## src/rtl/cpu.sv

```systemverilog
// VeriRISC 8-bit accumulator CPU: PC, IR, ALU, phase sequencer and 32x8 unified memory.
// Latency: one instruction per 8 clocks (fetch=0) or 7 clocks (fetch=1); HLT freezes the core.
// Backpressure: none; the core free-runs from reset release until HLT, and only rst_ restarts it.

package typedefs;
    typedef enum logic [2:0] {
        HLT = 3'd0, SKZ = 3'd1, ADD = 3'd2, AND = 3'd3,
        XOR = 3'd4, LDA = 3'd5, STO = 3'd6, JMP = 3'd7
    } opcode_t;

    typedef enum logic [2:0] {
        INST_ADDR, INST_FETCH, INST_LOAD, IDLE, OP_ADDR, OP_FETCH, ALU_OP, STORE
    } phase_t;
endpackage

// Unified 32x8 instruction/data memory.
// Latency: combinational read, write lands on the rising edge.
// Backpressure: none; contents are not cleared by reset.
module cpu_mem (
    input  logic       clk,
    input  logic       wr,
    input  logic [4:0] addr,
    input  logic [7:0] data_in,
    output logic [7:0] data_out
);
    logic [7:0] memory [0:31];

    assign data_out = memory[addr];

    // Store the accumulator when the controller strobes wr
    always_ff @(posedge clk) begin
        if (wr) begin
            memory[addr] <= data_in;
        end
    end
endmodule

// Top level: sequencer, datapath registers and the memory instance.
// Latency: 8 or 7 clocks per instruction depending on fetch.
// Backpressure: none; halt is sticky until rst_.
module cpu
    import typedefs::*;
(
    input  logic clk,
    input  logic rst_,
    input  logic alu_clk,
    input  logic fetch,
    output logic halt,
    output logic load_ir
);
    phase_t     phase_q, phase_d;
    logic [4:0] pc_q, pc_d;
    logic [7:0] ir_q, ir_d;
    logic [7:0] accum_q, accum_d;
    logic       halt_q, halt_d;

    logic       sel, rd, ld_ir, inc_pc, ld_pc, ld_ac, wr;
    logic       zero, aluop;
    logic [4:0] addr;

    opcode_t    opcode;
    logic [4:0] pc_addr;
    logic [7:0] accum;
    logic [7:0] alu_out;
    logic [7:0] data_out;

    // The ALU strobe is kept on the port for compatibility but has no effect.
    logic       alu_clk_unused;
    assign alu_clk_unused = alu_clk;

    assign opcode  = opcode_t'(ir_q[7:5]);
    assign pc_addr = pc_q;
    assign accum   = accum_q;
    assign zero    = (accum_q == 8'h00);
    assign aluop   = (opcode == ADD) || (opcode == AND) || (opcode == XOR) || (opcode == LDA);
    assign addr    = sel ? pc_q : ir_q[4:0];
    assign halt    = halt_q;
    assign load_ir = ld_ir;

    cpu_mem memory1 (
        .clk      (clk),
        .wr       (wr),
        .addr     (addr),
        .data_in  (accum_q),
        .data_out (data_out)
    );

    // ALU: 8-bit, carry out of ADD is dropped
    always_comb begin
        alu_out = accum_q;
        case (opcode)
            ADD:     alu_out = accum_q + data_out;
            AND:     alu_out = accum_q & data_out;
            XOR:     alu_out = accum_q ^ data_out;
            LDA:     alu_out = data_out;
            default: alu_out = accum_q;
        endcase
    end

    // Phase decode and next phase; a set halt blocks every strobe so the core freezes
    always_comb begin
        sel     = 1'b0;
        rd      = 1'b0;
        ld_ir   = 1'b0;
        inc_pc  = 1'b0;
        ld_pc   = 1'b0;
        ld_ac   = 1'b0;
        wr      = 1'b0;
        halt_d  = halt_q;
        phase_d = phase_q;
        if (!halt_q) begin
            case (phase_q)
                INST_ADDR: begin
                    sel     = 1'b1;
                    phase_d = INST_FETCH;
                end
                INST_FETCH: begin
                    sel     = 1'b1;
                    rd      = 1'b1;
                    phase_d = INST_LOAD;
                end
                INST_LOAD: begin
                    sel     = 1'b1;
                    rd      = 1'b1;
                    ld_ir   = 1'b1;
                    phase_d = fetch ? OP_ADDR : IDLE;
                end
                IDLE: begin
                    sel     = 1'b1;
                    rd      = 1'b1;
                    ld_ir   = 1'b1;
                    phase_d = OP_ADDR;
                end
                OP_ADDR: begin
                    inc_pc  = 1'b1;
                    halt_d  = (opcode == HLT);
                    phase_d = OP_FETCH;
                end
                OP_FETCH: begin
                    rd      = aluop;
                    phase_d = ALU_OP;
                end
                ALU_OP: begin
                    rd      = aluop;
                    inc_pc  = (opcode == SKZ) && zero;
                    ld_pc   = (opcode == JMP);
                    phase_d = STORE;
                end
                STORE: begin
                    rd      = aluop;
                    ld_ac   = aluop;
                    ld_pc   = (opcode == JMP);
                    wr      = (opcode == STO);
                    phase_d = INST_ADDR;
                end
                default: phase_d = INST_ADDR;
            endcase
        end
    end

    // Datapath register next values; a jump outranks the PC increment
    always_comb begin
        ir_d    = (ld_ir && rd) ? data_out : ir_q;
        accum_d = (ld_ac && rd) ? alu_out : accum_q;
        if (ld_pc) begin
            pc_d = ir_q[4:0];
        end else if (inc_pc) begin
            pc_d = pc_q + 5'd1;
        end else begin
            pc_d = pc_q;
        end
    end

    // State registers; reset aborts any instruction and restarts at address 0
    always_ff @(posedge clk or negedge rst_) begin
        if (!rst_) begin
            phase_q <= INST_ADDR;
            pc_q    <= 5'd0;
            ir_q    <= 8'h00;
            accum_q <= 8'h00;
            halt_q  <= 1'b0;
        end else begin
            phase_q <= phase_d;
            pc_q    <= pc_d;
            ir_q    <= ir_d;
            accum_q <= accum_d;
            halt_q  <= halt_d;
        end
    end
endmodule

```

## config.mk

```make
export PLATFORM = sky130hd
export DESIGN_NAME = cpu
export DESIGN_NICKNAME = d
export VERILOG_FILES = /design/src/rtl/cpu.sv
export SDC_FILE = /design/constraint.sdc
export NUM_CORES = 1
export LEC_CHECK = 0
export ABC_AREA = 1
export BUFFER_PORTS_ARGS = -buffer_cell sky130_fd_sc_hd__clkbuf_2
export CORE_MARGIN = 10
export CORE_UTILIZATION = 57
export CTS_CLUSTER_SIZE = 8
export DETAILED_ROUTE_END_ITERATION = 10
export GPL_TIMING_DRIVEN = 0
export HOLD_SLACK_MARGIN = 0.08
export MAX_ROUTING_LAYER = met4
export PLACE_DENSITY_LB_ADDON = 0.2
export SYNTH_ARGS = -nofsm -noshare
export SYNTH_HDL_FRONTEND = slang
export SYNTH_HIERARCHICAL = 1
export SYNTH_SLANG_ARGS = --single-unit
```

## constraint.sdc

```tcl
create_clock -name clk -period 2.6 [get_ports clk]
set_input_delay 0.52 -clock clk [delete_from_list [all_inputs] [get_ports clk]]
set_output_delay 0.52 -clock clk [all_outputs]
set_load 0.03 [all_outputs]
```

== Yosys cells after proc, flatten, opt, wreduce, memory -nomap -nowiden ==
Memories as Yosys holds them, arrays and structs flattened.
Cells that the tools add are included.

* Bitwise gates (word level): 2
* Eq/ne operators: 14
* Multiplexer cells: 24
* Add/subtract/negate cells: 2
* Reductions and logical operators: 17

{| class="wikitable"
|+ Operators by type and width
! operator !! number
|-
| $pmux 8 s4 || 1
|-
| $eq 3x3->1 const B || 8
|-
| $pmux 3 s8 || 1
|-
| $mux 1 || 16
|-
| $mux 5 || 3
|-
| $eq 3x2->1 const B || 4
|-
| $add 8x8->8 || 1
|-
| $and 8x8->8 || 1
|-
| $logic_not 8->1 || 1
|-
| $xor 8x8->8 || 1
|-
| $eq 3x1->1 const B || 2
|-
| $logic_not 3->1 || 2
|-
| $reduce_or 3->1 || 2
|-
| $add 5x1->5 const B || 1
|-
| $pmux 1 s2 || 2
|-
| $reduce_bool 4->1 || 1
|-
| $reduce_or 2->1 || 2
|-
| $reduce_or 4->1 || 1
|-
| $logic_and 1x1->1 || 3
|-
| $logic_or 1x1->1 || 3
|-
| $mux 3 || 1
|-
| $reduce_and 2->1 || 1
|-
| $reduce_bool 2->1 || 1
|}

* Register bits after elaboration: 25
* Memories: 1
* Word-level logic and storage cells: 65
* Bits of input ports: 4
* Output and inout port bits: 2
* Memory bits (writable): 256

{| class="wikitable"
|+ Memory list
! memory !! depth !! bits a word !! read ports !! clocked after memory_dff !! write ports !! RTL line !! source
|-
| memory1.memory || 32 || 8 || 1 || 0 || 1 || 26 || <nowiki>logic [7:0] memory [0:31];</nowiki>
|}

== Logic depth before layout (Yosys ltp) ==
Gate-level depths: netlist (run 1).

* Depth in word-level cells: 8
* Depth in mapped cells: 25
* Gate-level depth less buffers: 21

== Modules after synthesis ==
The synthesis (run 1) kept the hierarchy.

{| class="wikitable"
|+ Modules (own cells, without submodules)
! module !! area an instance (µm²) !! times used !! seq. area each (µm²) !! cells each
|-
| cpu_mem || 10827.9 || 1 || 7687.4 || 1055
|-
| cpu || 1905.6 || 1 || 625.6 || 290
|}

== Worst setup path before layout (run 1) ==
OpenSTA, ideal clock, no wires.

* Path type: register -> register
* Start: register halt_q (netlist: halt)
* End: register accum_q[6] (netlist: accum[6])
* Required time: 2.482 ns
* Arrival: 2.932 ns
* Stages on the path, launching flop included: 25
* Path buffers: 4
* Setup time: 0.118 ns
* Path slack: -0.451 ns
* Period minus slack after synthesis: 3.051 ns
* Cell sequence: dfrtp_1 > nor2_1 > clkbuf_1 > nand2_1 > o21ai_0 > buf_2 > inv_2 > buf_6 > buf_4 > nand2_1 > nand2_1 > nand2_1 > nand2_1 > nand2_1 > nand2_1 > nor2_1 > nand2_1 > ha_1 > fa_1 > nand3_1 > nand3_1 > nand2_1 > nand3_1 > nand2_1 > nand2_1

* Longest elaborated chain between the ends: 5
* Elaborated cells on any way between the ends: 11
* Classes of those cells: add/sub: 1; mux: 5; bitwise: 2; reduce/logical: 2; memory: 1

{| class="wikitable"
|+ RTL lines
! what !! RTL line !! source
|-
| start: declaration || 55 || <nowiki>logic halt_q, halt_d;</nowiki>
|-
| start signal: assignment || 187 || <nowiki>halt_q <= halt_d;</nowiki>
|-
| $mux 1 || 111 || <nowiki>if (!halt_q) begin</nowiki>
|-
| $mux 5 || 76 || <nowiki>assign addr = sel ? pc_q : ir_q[4:0];</nowiki>
|-
| net addr[0] || 59 || <nowiki>logic [4:0] addr;</nowiki>
|-
| $mem_v2 32x8 || - ||
|-
| net data_out[0] || 65 || <nowiki>logic [7:0] data_out;</nowiki>
|-
| $add 8x8->8 || 92 || <nowiki>ADD: alu_out = accum_q + data_out;</nowiki>
|-
| $pmux 8 s4 || 91 || <nowiki>case (opcode)</nowiki>
|-
| end signal: assignment || 186 || <nowiki>accum_q <= accum_d;</nowiki>
|-
| end: declaration || 54 || <nowiki>logic [7:0] accum_q, accum_d;</nowiki>
|}

The timed path passes the listed nets, and every way through them passes these cells.
A chain may end at the register's enable or synchronous reset.

== Worst setup path in the final report (run 1) ==
* Start: register halt_q (netlist: halt)
* End: register accum_q[4] (netlist: accum[4])

Same word-level chain as after synthesis.

==> results of run 1 <==
==> layout make-up <==
type | instances | share of cell area
Sequential cell | 281 | 0.532
Multi-Input combinational cell | 965 | 0.297
Clock buffer | 57 | 0.0707
Timing Repair Buffer | 43 | 0.0341
Buffer | 52 | 0.0308
Tap cell | 280 | 0.0224
Inverter | 47 | 0.0120
Clock inverter | 2 | 0.00160
==> routing by layer <==
metal  share of wire  vias up  track usage
li1                -     4511            -
met1            0.40     4517        0.292
met2            0.48      409        0.367
met3           0.086       90       0.0482
met4           0.030        0       0.0705
met5               0        -            -
==> through the flow <==
stage               utilization  TNS (ns)
CTS                       0.680    -57.07
global route              0.715    -21.84
global placement          0.604   -138.43
floorplan                     -    -0.941
finish                    0.715    -14.15
detailed placement        0.606   -149.54
==> logic make-up (layout without fill, tap and decap cells) <==
kind of cell / Yosys count / in the layout / share of synthesized area
buffers and inverters: 99 / 201 / 0.0378
AO/OA/AOI/OAI: 30 / 30 / 0.0126
XOR/XNOR: 4 / 4 / 0.00275
flip-flops: 281 / 281 / 0.653
adder cells (fa/ha/maj): 10 / 10 / 0.0104
AND/OR/NAND/NOR: 921 / 921 / 0.284
==> sequential cells by signal, indices dropped and copies added (netlist names) <==
signal	count
accum	8
pc_addr	5
phase_q	3
memory1/memory	256
ir_q	8
halt	1
==> final timing paths <==
path / startpoint / to / slack [ns] / cells after the start
hold reg to reg: ir_q[0] / ir_q[0] / 0.52 / 2
hold / removal: fetch / phase_q[2] / 0.27 / 3
min in group asynchronous: rst_ / halt / 0.58 / 2
setup / recovery: halt / accum[4] / -0.48 / 24
setup reg to reg: halt / accum[4] / -0.48 / 24
max in group asynchronous: rst_ / accum[6] / 1.52 / 2
==> cell usage after synthesis <==
cell      count
ha_1          9
xor2_1        3
and3_1        1
fa_1          1
o21ai_0      21
nand2_2       7
buf_6         3
dfrtp_1      25
nand4_1       3
or2_2         1
buf_4        15
nand3_2       1
nor3_1        2
nor2_4        2
nor3_2        8
xnor2_1       1
inv_1        36
buf_2        25
clkbuf_1      9
nand2_1     784
nand3_1      31
a21oi_1       6
inv_2        11
o211a_1       1
edfxtp_1    256
nor2_1       77
nand3b_1      1
o211ai_1      2
nor2_2        3
==> power breakdown <==
group | leakage (nW) | internal (W) | switching (W)
logic | 3.42 | 0.00358 | 0.00576
clock network | 0.546 | 0.00291 | 0.00179
registers | 2.63 | 0.00569 | 0.000815
total | 6.59 | 0.0122 | 0.00836
==> what timing repair did <==
action / CTS / global route
pin swaps: 14 / 39
buffers inserted: 12 / 16
endpoints found under the hold margin: 25 / 0
setup endpoints to repair: 271 / 203
gates cloned: 1 / 8
gates resized for setup: 107 / 115
hold buffers: 1 / 0
==> placed cells by master (no fill, tap or decap), types with 4 or more instances in the layout <==
cell type  count
a21oi_1        4
buf_12         7
buf_2         10
buf_4         37
buf_6         11
buf_8          8
clkbuf_1      19
clkbuf_16     50
clkbuf_2       4
clkbuf_4       4
dfrtp_1       18
dfrtp_2        7
edfxtp_1     256
ha_4           7
inv_1         35
inv_2         10
nand2_1      726
nand2_2       60
nand2_4        5
nand3_1       26
nor2_1        31
nor2_2         9
nor2_4        42
nor3_4         9
o21ai_0       19
==> worst max-delay path, delay by kind of cell (launching register included) <==
| family | cells | cell delay [ns] |
|---|---|---|
| DFF | 1 | 0.42 |
| adders and majority gates | 2 | 0.58 |
| and+or+nand+nor | 15 | 1.17 |
| AOI/OAI and AO/OA | 2 | 0.12 |
| buffers and inverters | 5 | 0.67 |
==> metrics.md, run 1 <==
| Metric | Value |
|---|---|
| Outcome | complete, but fails checks |
| Failing checks | setup timing |
| Warnings, synthesis | 6 |
| Max cap viols | 0 |
| Final wirelength | 33600 microns |
| Post-route DRC | 0 |
| Wirelength per Cell | 19.4 microns |
| Root Buffer | clkbuf_16 |
| Final worst slack | -0.476 ns |
| Worst Hold Class | primary input to flip-flop |
| Min Hold Slack | 0.269 ns |
| VDD IR max | 1.22 mV |
| Final Cycle Share | 1.18 |
| Number of DRC markers in iteration 0 | 1015 |
| Unique masters post-synth | 29 |
| Slew margin rel. | 0.246 |
| Via density | 5.52 |
| Filler instances | 1555 |
| Share of cells above drive strength 1 | 0.205 |
| Placed Area | 0.0133 sq mm |
| Slew of the pin with the lowest slew margin | 1.13 ns |
| WP data required | 3.01 ns |
| Critical path endpoint category | flip-flop |
| WS Path Type | flip-flop to flip-flop |
| Leak Pwr | 6.59 nW |
| Post-Syn Nets | 1359 |
| Sequential area share after synthesis | 0.653 |
| Slowest cell on crit path | dfrtp_2 |
| Final Total Pwr | 0.0205 W |
| Skew final | 0.0181 ns |
| Routability cong. | 0.985 |
| Die Ht | 169 microns |
| # rows | 54 |
| Area contributors post-synth | edfxtp_1 60%, nand2_1 23%, dfrtp_1 4.9% |
| DRT antenna net count | 0 |
| Deepest clock path buffer count | 3 |
| Cells after synthesis | 1345 |
| Vias | 9527 |
| Final count of hold timing violations | 0 |
| DIE WIDTH | 169 microns |
| Top-level I/O count | 6 |
| Cell breakdown of the critical path | nor2_4, buf_8, nand2_4, o21ai_2, buf_6, inv_8, clkbuf_16, buf_8, nand2_2, nand2_1, nand2_1, nand2_1, nand2_2, nand2_2, nor2_4, nand2_4, ha_4, fa_2, nand2_2, nand2_2, nor2_2, nor2_1, nand2_1, a21oi_1 |
| First-pass GRT wire length | 49800 microns |
| Vias in the first global route | 9044 |
| H-tree depth | 2 |
| Area growth from synthesis to layout | 22.9% |
| Flip-flop and latch count after synthesis | 281 |
| Clk Latency, worst-skew pair | 0.52 ns |
| Nets@finish | 1445 |
| Final Non-Filler Cells | 1727 |
| # diodes | 0 |
| Top cell by count, worst path | nand2_2 |
| Gr ovfl total | 0 |
| Highest clock rate | 325 MHz |
| Worst EP arrival | 3.48 ns |
| All-Layer GR Usage | 0.230 |
| Finished Cell Area | 0.0157 sq mm |
| Dpl hpwl | 20200 microns |
| RSZ-0062 raised after global routing | yes |
| Synth Cell Area | 0.0127 sq mm |
| Core area | 0.0219 sq mm |
| Fin crit period | 3.08 ns |
| Drt pass-1 iters | 5 |
| Multi-input logic area | 0.00465 sq mm |
| CTS clk-pin slew, worst paths | 0.06 ns |
| Worst path max stage delay | 0.42 ns |
| CTS buffer count | 41 |
| CTS tree | yes |
| Register area | 0.00832 sq mm |
| Die ar. | 0.0287 sq mm |
| Post-synth top area share | 0.604 |
| Antenna violations before repair | 0 |
| PD cells | 1310 mW/mm^2 |
| Largest net degree at the start of global routing | 37 |
| IO buf count | 4 |
| Pins over their slew limit | 0 |
| Placed instance count | 1630 |
| Number of clock sinks | 281 |
| Dpl ws | -0.828 ns |
| CP startpoint kind | flip-flop |
| Synth area leader | edfxtp_1 |
| Syn avg cell area | 9.47 sq um |
| Crit-path max FO | 10 |
| Initial core utilization | 0.582 |
| Endpoints failing setup | 72 |
Power figures use the tool's default switching activity.
==> run 2, diff against run 1 <==
--- a/config.mk
+++ b/config.mk
@@ -15,6 +15,7 @@
 export HOLD_SLACK_MARGIN = 0.08
 export MAX_ROUTING_LAYER = met4
 export PLACE_DENSITY_LB_ADDON = 0.2
+export SETUP_SLACK_MARGIN = 0.02
 export SYNTH_ARGS = -nofsm -noshare
 export SYNTH_HDL_FRONTEND = slang
 export SYNTH_HIERARCHICAL = 1
==> run 2 against run 1 <==
  * The flow still finishes with violations (setup timing)
  * Global-route usage rose by 0.063 points
  * Count of clock-buffer cells in the layout did not move
  * Worst hold slack improved by 0.00064 ns
  * Critical path depth did not move
  * Sequential cell count did not move
  * Sequential share of layout area fell by 0.33 points
  * Combinational power rose by 0.7%
  * Utilization rose by 0.45 points
  * Via count rose by 1.7%
  * Routed wire length rose by 1.4%
  * Worst setup slack got worse by 0.041 ns
  * Critical path type unchanged
  * Critical endpoint unchanged
  * Largest power group unchanged
==> metrics.md, run 2 (synthesized netlist as in run 1, its figures left out) <==
| Metric | Value |
|---|---|
| Number of DRC markers in iteration 0 | 1100 |
| Most frequent cells in the layout | 726 x nand2_1, 256 x edfxtp_1, 59 x nand2_2 |
| IO buf count | 4 |
| Clk pwr share | 0.229 |
| Vias in the first global route | 9053 |
| PD cells | 1310 mW/mm^2 |
| Top reg by flops | memory1/memory |
| DIE WIDTH | 169 microns |
| Failing checks | setup timing |
| Filler instances | 1536 |
| Highest clock rate | 321 MHz |
| Via density | 5.58 |
| Root Buffer | clkbuf_16 |
| Worst R2R Path Depth | 24 |
| Finished Cell Area | 0.0158 sq mm |
| Final Cycle Share | 1.20 |
| Drt pass-1 iters | 6 |
| Max reg flops | 256 |
| Post-route DRC | 0 |
| CTS buffer count | 41 |
| CTS clk-pin slew, worst paths | 0.06 ns |
| Sw Share | 0.408 |
| Leak Pwr | 6.65 nW |
| Wirelength per Cell | 19.6 microns |
| Gr ovfl total | 0 |
| Fin crit period | 3.12 ns |
| Largest net degree at the start of global routing | 37 |
| Worst Hold Class | primary input to flip-flop |
| WS Path Type | flip-flop to flip-flop |
| Final count of hold timing violations | 0 |
| Clk Latency, worst-skew pair | 0.53 ns |
| Internal | 0.0122 W |
| # rows | 54 |
| Number of clock sinks | 281 |
| Endpoints failing setup | 72 |
| Commonest non-fill, non-tap cell in the layout | nand2_1 |
| Worst EP arrival | 3.52 ns |
| Final worst slack | -0.517 ns |
| Die ar. | 0.0287 sq mm |
| Outcome | complete, but fails checks |
| Max cap viols | 0 |
| CTS tree | yes |
| Worst hold path depth | 3 |
| CP startpoint kind | flip-flop |
| Skew final | 0.0248 ns |
| WP data required | 3.01 ns |
| All-Layer GR Usage | 0.231 |
| Die Ht | 169 microns |
| First-pass GRT wire length | 50000 microns |
| Min Hold Slack | 0.270 ns |
| DRT antenna net count | 0 |
| Nets@finish | 1455 |
| VDD IR max | 1.22 mV |
| Share of cells above drive strength 1 | 0.211 |
| Top-level I/O count | 6 |
| Logic gate share of total power | 0.456 |
| Core area | 0.0219 sq mm |
| RSZ-0062 raised after global routing | yes |
| Slew of the pin with the lowest slew margin | 1.13 ns |
| Critical path endpoint category | flip-flop |
| H-tree depth | 2 |
| Placed Area | 0.0133 sq mm |
| # diodes | 0 |
| NetSw | 0.00841 W |
| Crit-path max FO | 10 |
| Vias | 9688 |
| Dpl hpwl | 20200 microns |
| Slew margin rel. | 0.245 |
| Reg power frac | 0.315 |
| Final wirelength | 34100 microns |
| Antenna violations before repair | 0 |
| Deepest clock path buffer count | 3 |
| Initial core utilization | 0.582 |
| Routability cong. | 0.985 |
| Pins over their slew limit | 0 |
| Area growth from synthesis to layout | 23.7% |
run 2: final timing paths:
path | from | slack (ns) | to
worst max-delay path | halt | -0.52 | accum[4]
worst max register to register | halt | -0.52 | accum[4]
worst min-delay path | fetch | 0.27 | phase_q[2]
worst min register to register | ir_q[0] | 0.52 | ir_q[0]
max in group asynchronous | rst_ | 1.53 | accum[6]
min in group asynchronous | rst_ | 0.58 | pc_addr[0]
run 2: stage by stage:
step / setup TNS (ns) / power (W) / worst slack, ns / utilization / instances
finish: -13.17 / 0.0206 / -0.517 / 0.720 / 1737
global route: -19.77 / 0.0217 / -0.626 / 0.720 / 1737
CTS: -57.49 / 0.0191 / -0.467 / 0.682 / 1705
detailed placement: -149.54 / 0.0135 / -0.828 / 0.606 / 1630
global placement: -138.43 / 0.0133 / -0.772 / 0.604 / 1629
floorplan: -0.941 / 0.0111 / -0.187 / - / 1345
run 2: area by class of cell:
type                            instances  area, sq um  share of cell area
Buffer                                 52          487              0.0309
Clock buffer                           57         1110              0.0703
Clock inverter                          2         25.0             0.00159
Inverter                               47          188              0.0119
Multi-Input combinational cell        965         4640               0.295
Sequential cell                       281         8320               0.528
Tap cell                              280          350              0.0222
Timing Repair Buffer                   53          629              0.0400
run 2: routing by layer:
layer,vias to the layer above,GRT usage,part of all wire
met4,0,0.0724,0.030
li1,4530,-,-
met2,470,0.367,0.48
met1,4604,0.295,0.39
met3,84,0.0442,0.098
met5,-,-,0
run 2: power by group through the flow:
| stage | clock [W] | sequential, W | combinational [W] |
|---|---|---|---|
| floorplan | 0 | 0.00618 | 0.00497 |
| global placement | 0 | 0.00663 | 0.00672 |
| detailed placement | 0 | 0.00659 | 0.00693 |
| global route | 0.00497 | 0.00658 | 0.0102 |
| finish | 0.00472 | 0.00650 | 0.00941 |
| CTS | 0.00475 | 0.00652 | 0.00782 |
run 2: repair_timing:
| action | in CTS | in global routing |
|---|---|---|
| hold buffers | 1 | 0 |
| hold endpoints to repair | 25 | 0 |
| setup endpoints to repair | 272 | 212 |
| pin swaps | 15 | 41 |
| cloned | 1 | 8 |
| buffers inserted | 14 | 24 |
| gates resized for setup | 108 | 114 |
run 2: worst max-delay path, stage by stage, from the launching register on:
cell,delay [ns]
dfrtp_2,0.42
nor2_4,0.15
buf_8,0.13
nand2_2,0.05
o21ai_2,0.06
buf_6,0.16
inv_8,0.05
clkbuf_16,0.18
buf_8,0.15
nand2_1,0.05
nand2_1,0.05
nand2_1,0.07
nand2_1,0.07
nand2_2,0.08
nand2_2,0.09
nor2_4,0.17
nand2_4,0.09
ha_4,0.17
fa_2,0.41
nand2_2,0.08
nand2_2,0.06
nor2_2,0.10
nor2_1,0.05
nand2_1,0.06
a21oi_1,0.05
